--- config.mk ---
export PLATFORM = sky130hd
export DESIGN_NAME = piso_74x165_tx
export DESIGN_NICKNAME = d
export VERILOG_FILES = /design/src/rtl/piso_74x165_tx.sv
export SDC_FILE = /design/constraint.sdc
export NUM_CORES = 1
export LEC_CHECK = 0
export CAP_MARGIN = 20
export CORE_MARGIN = 5
export CORE_UTILIZATION = 40
export CTS_CLUSTER_DIAMETER = 150
export DETAILED_ROUTE_END_ITERATION = 6
export PLACE_DENSITY = 0.74
export SLEW_MARGIN = 20
export SYNTH_ARGS = -nofsm -noshare
export SYNTH_HDL_FRONTEND = slang
export SYNTH_SLANG_ARGS = --single-unit
export TNS_END_PERCENT = 20
--- constraint.sdc ---
create_clock -name clk -period 1.2 [get_ports clk]
set_input_delay 0.24 -clock clk [delete_from_list [all_inputs] [get_ports clk]]
set_output_delay 0.24 -clock clk [all_outputs]
set_load 0.05 [all_outputs]
--- src/rtl/piso_74x165_tx.sv ---
// piso_74x165_tx: 74x165-style parallel-in/serial-out transmitter with a
// valid/ready word intake and a one-cycle done pulse after the last bit.
// Bits leave MSB first; shift_en low freezes the shifter like CLK INH.
module piso_74x165_tx #(
    parameter int WIDTH = 8,
    parameter int CW    = (WIDTH > 1) ? $clog2(WIDTH) : 1
) (
    input  logic             clk,
    input  logic             rst,
    input  logic [WIDTH-1:0] data_in,
    input  logic             valid_in,
    output logic             ready_out,
    input  logic             shift_en,
    input  logic             ser_in,
    output logic             ser_out,
    output logic             ser_valid,
    output logic             done
);

    typedef enum logic [1:0] {
        IDLE  = 2'd0,
        SHIFT = 2'd1,
        DONE  = 2'd2
    } state_t;

    state_t           state;
    logic [WIDTH-1:0] sr;
    logic [WIDTH-1:0] sr_shifted;
    logic [CW-1:0]    cnt;

    // Shift-register contents after one 74x165 clock: move toward the MSB and
    // take ser_in at the LSB. A one-bit register simply becomes ser_in.
    generate
        if (WIDTH == 1) begin : g_w1
            assign sr_shifted = ser_in;
        end else begin : g_wn
            assign sr_shifted = {sr[WIDTH-2:0], ser_in};
        end
    endgenerate

    // Framing FSM; every output is a register updated together with the state
    // so nothing combinational reaches the ports.
    always_ff @(posedge clk or posedge rst) begin
        if (rst) begin
            state     <= IDLE;
            sr        <= '0;
            cnt       <= '0;
            ser_out   <= 1'b0;
            ser_valid <= 1'b0;
            done      <= 1'b0;
            ready_out <= 1'b1;
        end else begin
            case (state)
                IDLE: begin
                    if (valid_in) begin
                        sr        <= data_in;
                        cnt       <= CW'(WIDTH - 1);
                        state     <= SHIFT;
                        ready_out <= 1'b0;
                        ser_valid <= 1'b1;
                        ser_out   <= data_in[WIDTH-1];
                    end
                end
                SHIFT: begin
                    // Without shift_en everything holds, so the bit stays put.
                    if (shift_en) begin
                        if (cnt != '0) begin
                            sr      <= sr_shifted;
                            cnt     <= cnt - CW'(1);
                            ser_out <= sr_shifted[WIDTH-1];
                        end else begin
                            // Last bit consumed: no extra shift, no counter wrap.
                            state     <= DONE;
                            ser_valid <= 1'b0;
                            ser_out   <= 1'b0;
                            done      <= 1'b1;
                        end
                    end
                end
                DONE: begin
                    state     <= IDLE;
                    done      <= 1'b0;
                    ready_out <= 1'b1;
                end
                default: begin
                    state     <= IDLE;
                    ser_out   <= 1'b0;
                    ser_valid <= 1'b0;
                    done      <= 1'b0;
                    ready_out <= 1'b1;
                end
            endcase
        end
    end

endmodule

==> flow_summary.ini, run 1 <==
[sta]
max-slew-margin-rel_pct = 78.9
period_share_pct = 110
max_slew.worst_pin.slew_ns = 0.316
setup_viol = 11
final-hold-violation-count = 0
skew_ns = 0.00450
rsz0062_at_grt = true
final.setup.worst_slack_ns = -0.116
fin_setup_tns_ns = -0.928
period_minus_slack_ns = 1.32
slew_violations = 0
fmax_ghz = 0.760

[clock_network]
path_clk_slew_ns = 0.10
clock_path_buffers = 2
cts_hold_buf = 0
cts_buffers = 3
clock-sinks = 16
clock_latency_ns = 0.29
cts_tree = built
h-tree-depth = 1
cts_root_buffer = clkbuf_4

[logic_synthesis]
yosys_warnings = 0
yosysTopAreaCellShare_pct = 41.7
syn-num-nets = 102
yosys_register_bits = 16
synth-edff-count = 0
yosysMostFrequentCell = dfrtp_1
postSynthAreaPerCell_um2 = 10.3
ys_seq_area_share_pct = 44.6
synth_cells = 87
synthArstFlopShare_pct = 100
synth_common_cells = dfrtp_1, nor2_1, a21oi_1
synthDistinctLibCells = 30
synth_area_leader_cell = dfrtp_1
synth_flop_cell = dfrtp_1
synth.area.top_cells = dfrtp_1, o221a_1, nor2b_1, a21oi_1, nor2_1
syn_area_um2 = 900

[floorplan]
die-area_um2 = 3300
start_util_pct = 41.5
io_pins = 17
die_w_um = 57.4
rows = 17
die-height_um = 57.4
fp.coreArea_um2 = 2170

[routing]
via_per_inst = 5.11
num_vias = 761
avgRoutedWirePerCell_um = 13.6
drc_errors = 0
drt_pre_antenna_iters = 4
ant_nets = 0
drt_iter0_drc = 12
totalWireLength_um = 2030

[place]
placed_area_um2 = 1220
gp_congestion = 0.731
io_buffers = 16
place_inst = 142
dpl.hpwl_um = 1450

[global_routing]
grt_max_degree = 18
met3_usage_pct = 3.62
antenna_found_initial = 0
met2_usage_pct = 20.3
grt_pass1_vias = 740
overflow = 0
grt_usage_pct = 13.7
grt_pass1_wl_um = 3500
grt-busiest-layer = met2
use_met1_pct = 17.7

[cells_and_area]
area_growth_pct = 45.6
nNetsFinal = 137
fin_area_um2 = 1310
final_util_pct = 60.4
fin_cells = 149
drive_above_1_share_pct = 29.8
fill_cells = 195
num_antenna_cells = 0

[critical_path]
critical_path_required_ns = 1.38
cp-start-kind = flop
cp_data_arrival_time_ns = 1.50
end_kind = flop
cp_max_fo = 8
crit_type = flop to flop

[power_and_ir_drop]
ir_drop_v = 0.00180
leakage_uw = 0.000568
power_density_nw_per_um2 = 2480

[run_status]
status = complete, but fails checks
violations = setup timing

[hold_path]
min_path_type = input port to asynchronous set/reset pin

[job]
maxCapViolCount = 0
==> metal layers <==
metal  vias to the layer above  part of all wire [%]
met2                        18                    46
met3                         5                   5.9
met5                         -                     0
met1                       358                    45
li1                        380                     -
met4                         0                   2.4
==> worst max-delay path, cell delays in order (launching register included) <==
cell	delay [ns]
dfrtp_1	0.41
inv_2	0.10
ha_4	0.15
nand2b_4	0.08
a31o_4	0.26
o221a_1	0.21
==> cell usage in the layout (no fill, tap or decap), types with 2 or more instances in the layout <==
cell type,n
inv_1,4
buf_4,18
nor2b_1,7
clkbuf_4,3
o21bai_1,2
inv_2,2
dfrtp_1,15
a21oi_1,9
buf_12,4
nand2b_1,3
o221a_1,7
clkdlybuf4s50_1,12
nor2_1,10
and2_1,2
==> repair_timing <==
action / in CTS / in global routing
setup endpoints to repair: 11 / 13
pin swaps: 4 / 0
gates resized for setup: 3 / 4
setup buffers: 2 / 1
==> registers in the layout, indices dropped and copies added, names as in the netlist <==
register and count:
ready_out 1, ser_out 1, ser_valid 1, state 2, done 1, sr 7
cnt 3
==> path summary, 6_finish.rpt <==
check | slack (ns) | endpoint | depth (start not counted) | from
setup / recovery | -0.12 | sr[0]$_DFFE_PP0P_ | 5 | cnt[0]$_DFFE_PP0P_
hold / removal | 0.23 | sr[6]$_DFFE_PP0P_ | 3 | rst
setup reg to reg | -0.12 | sr[0]$_DFFE_PP0P_ | 5 | cnt[0]$_DFFE_PP0P_
hold reg to reg | 0.50 | ready_out$_DFFE_PP1P_ | 2 | ready_out$_DFFE_PP1P_
max in group asynchronous | 0.76 | ready_out$_DFFE_PP1P_ | 3 | rst
min in group clk | 0.50 | ready_out$_DFFE_PP1P_ | 2 | ready_out$_DFFE_PP1P_
==> logic make-up after synthesis <==
kind of cell,Yosys count,share of synthesized area (%)
and+or+nand+nor,31,20.3
DFF,16,44.6
buffers and inverters,10,6.12
adders and majority gates,2,2.78
AOI/OAI and AO/OA,28,26.1
==> report_power, final <==
group / internal (uW) / switching, uW / leakage, uW
combinational: 1010 / 828 / 0.000368
clock: 185 / 180 / 0.0000210
sequential: 802 / 241 / 0.000179
total: 2000 / 1250 / 0.000568
==> area by class of cell <==
| type | instances | area, um^2 | share of cell area (%) |
|---|---|---|---|
| inverter | 6 | 22.5 | 1.72 |
| timing repair buffer | 34 | 335 | 25.6 |
| clock buffer | 4 | 36.3 | 2.77 |
| multi-input combinational | 61 | 479 | 36.6 |
| tap | 28 | 35.0 | 2.67 |
| sequential | 16 | 402 | 30.7 |
==> stage by stage <==
stage	total power [uW]	setup WS, ns	hold slack [ns]
CTS	3170	-0.0694	0.222
global route	3480	-0.152	0.241
floorplan	2010	-0.0783	0.153
detailed placement	2710	-0.308	0.485
global placement	2650	-0.293	0.484
finish	3250	-0.116	0.228
Power figures use the tool's default switching activity.
==> inputs of run 2 (changes only) <==
--- a/config.mk
+++ b/config.mk
@@ -9,5 +9,4 @@
 export CORE_MARGIN = 5
 export CORE_UTILIZATION = 40
-export CTS_CLUSTER_DIAMETER = 150
 export DETAILED_ROUTE_END_ITERATION = 6
 export PLACE_DENSITY = 0.74
==> constraint.sdc (replaced) <==
create_clock -name clk -period 1.2 [get_ports clk]
set_input_delay 0.24 -clock clk [delete_from_list [all_inputs] [get_ports clk]]
set_output_delay 0.24 -clock clk [all_outputs]
set_load 0.02 [all_outputs]
==> run 2 against run 1 <==
Effect of this change:
- the run still ends with setup timing left
- clock skew is 0.0058 ns higher
- sequential share of layout area is 1.4 points higher
- routed wire length is 0.25% higher
- clock power is 18% lower
- die area stayed put
- setup slack worse by 0.0069 ns
==> flow_summary.ini, run 2 (same netlist as run 1, synthesis figures left out) <==
[clock_network]
path_clk_slew_ns = 0.10
cts_buffers = 3
cts_hold_buf = 0
clock-sinks = 16
clock_latency_ns = 0.29
h-tree-depth = 1
clock_path_buffers = 2
cts_root_buffer = clkbuf_4
cts_tree = built

[power_and_ir_drop]
ir_drop_v = 0.00133
power_density_nw_per_um2 = 2300
leakage_uw = 0.000548

[run_status]
status = complete, but fails checks
violations = setup timing

[global_routing]
overflow = 0
grt_max_degree = 18
antenna_found_initial = 0
grt_pass1_vias = 742
grt_usage_pct = 13.2
grt_pass1_wl_um = 3360

[sta]
final-hold-violation-count = 0
period_minus_slack_ns = 1.32
setup_viol = 10
fin_setup_tns_ns = -0.924
slew_violations = 0
fmax_ghz = 0.756
rsz0062_at_grt = true
max_slew.worst_pin.slew_ns = 0.343
period_share_pct = 110
max-slew-margin-rel_pct = 77.1
final.setup.worst_slack_ns = -0.123
skew_ns = 0.0103
timing.hold.ws_ns = 0.251

[floorplan]
die-height_um = 57.4
start_util_pct = 41.5
fp.coreArea_um2 = 2170
die-area_um2 = 3300
rows = 17
io_pins = 17
die_w_um = 57.4

[cells_and_area]
largest_register = sr
fin_area_um2 = 1250
final_cell_mix = buf_4, dfrtp_1, clkdlybuf4s50_1, nor2_1, a21oi_1
nNetsFinal = 136
num_antenna_cells = 0
final_common_cell = buf_4
area_growth_pct = 39.4
final_util_pct = 57.8
largest_reg_flops = 7
top_regs = sr x7, cnt x3, state x2
drive_above_1_share_pct = 30.8

[routing]
ant_nets = 0
totalWireLength_um = 2040
drc_errors = 0
met3_length_um = 104
num_vias = 744
via_per_inst = 5.03
drt_pre_antenna_iters = 4
drt_iter0_drc = 21
met1_length_um = 906
wl_met2_um = 1010
avgRoutedWirePerCell_um = 13.8
highest_layer = met4

[critical_path]
r2r_cells = 5
cp_data_arrival_time_ns = 1.49
cp_max_fo = 8
crit_path_max_incr_delay_ns = 0.41
path_cells = inv_2 -> ha_4 -> nand2b_4 -> a31o_4 -> o221a_1
end_kind = flop
crit_type = flop to flop
cp-start-kind = flop
critical_path_required_ns = 1.37
cp_slowest_cell = dfrtp_1

[place]
dpl.hpwl_um = 1400
io_buffers = 16
dp_slack_ns = -0.348
placed_area_um2 = 1170
gp_congestion = 0.744

[job]
maxCapViolCount = 0

[hold_path]
min_path_type = input port to asynchronous set/reset pin
[run 2: stage by stage]
step	instances	power (uW)
2_1_floorplan	87	1860
3_3_place_gp	141	2340
3_5_place_dp	141	2400
4_1_cts	146	2780
5_1_grt	148	3140
6_report	148	2890
[run 2: worst max-delay path: cells and delay by family (launching register included)]
| family | cells | cell delay [ns] |
|---|---|---|
| AO/OA/AOI/OAI | 2 | 0.49 |
| adder cells (fa/ha/maj) | 1 | 0.15 |
| buffers and inverters | 1 | 0.09 |
| flip-flops | 1 | 0.41 |
| AND/OR/NAND/NOR | 1 | 0.08 |
[run 2: report_power, final]
| part | internal (uW) | total [uW] | switching, uW |
|---|---|---|---|
| registers | 802 | 987 | 185 |
| logic | 878 | 1600 | 723 |
| clock network | 129 | 298 | 169 |
| total | 1810 | 2890 | 1080 |
[run 2: repair_timing]
action | in CTS | in global routing
buffers inserted | 1 | 2
pin swaps | 4 | 2
resized for setup | 20 | 8
endpoints found under the hold margin | 0 | 0
endpoints found under the setup margin | 15 | 17
[run 2: path summary, 6_finish.rpt]
path / start / end / slack, ns
max: cnt[1]$_DFFE_PP0P_ / sr[3]$_DFFE_PP0P_ / -0.12
min: rst / state[0]$_DFFE_PP0P_ / 0.25
max reg2reg: cnt[1]$_DFFE_PP0P_ / sr[3]$_DFFE_PP0P_ / -0.12
min reg2reg: ready_out$_DFFE_PP1P_ / ready_out$_DFFE_PP1P_ / 0.49
max in group asynchronous: rst / ready_out$_DFFE_PP1P_ / 0.69
min in group clk: shift_en / cnt[0]$_DFFE_PP0P_ / 0.46
[run 2: final cells by class]
cell class / count / area (um^2)
tap: 28 / 35.0
inverter: 6 / 22.5
clock buffer: 4 / 26.3
timing repair buffer: 33 / 277
fill: 200 / 916
multi-input combinational: 61 / 492
sequential: 16 / 402
[run 2: routing by layer]
layer  track usage (%)  vias to the layer above
li1                  -                      381
met1              16.9                      348
met2              20.3                       13
met3              3.85                        2
met4              5.96                        0
met5                 0                        -
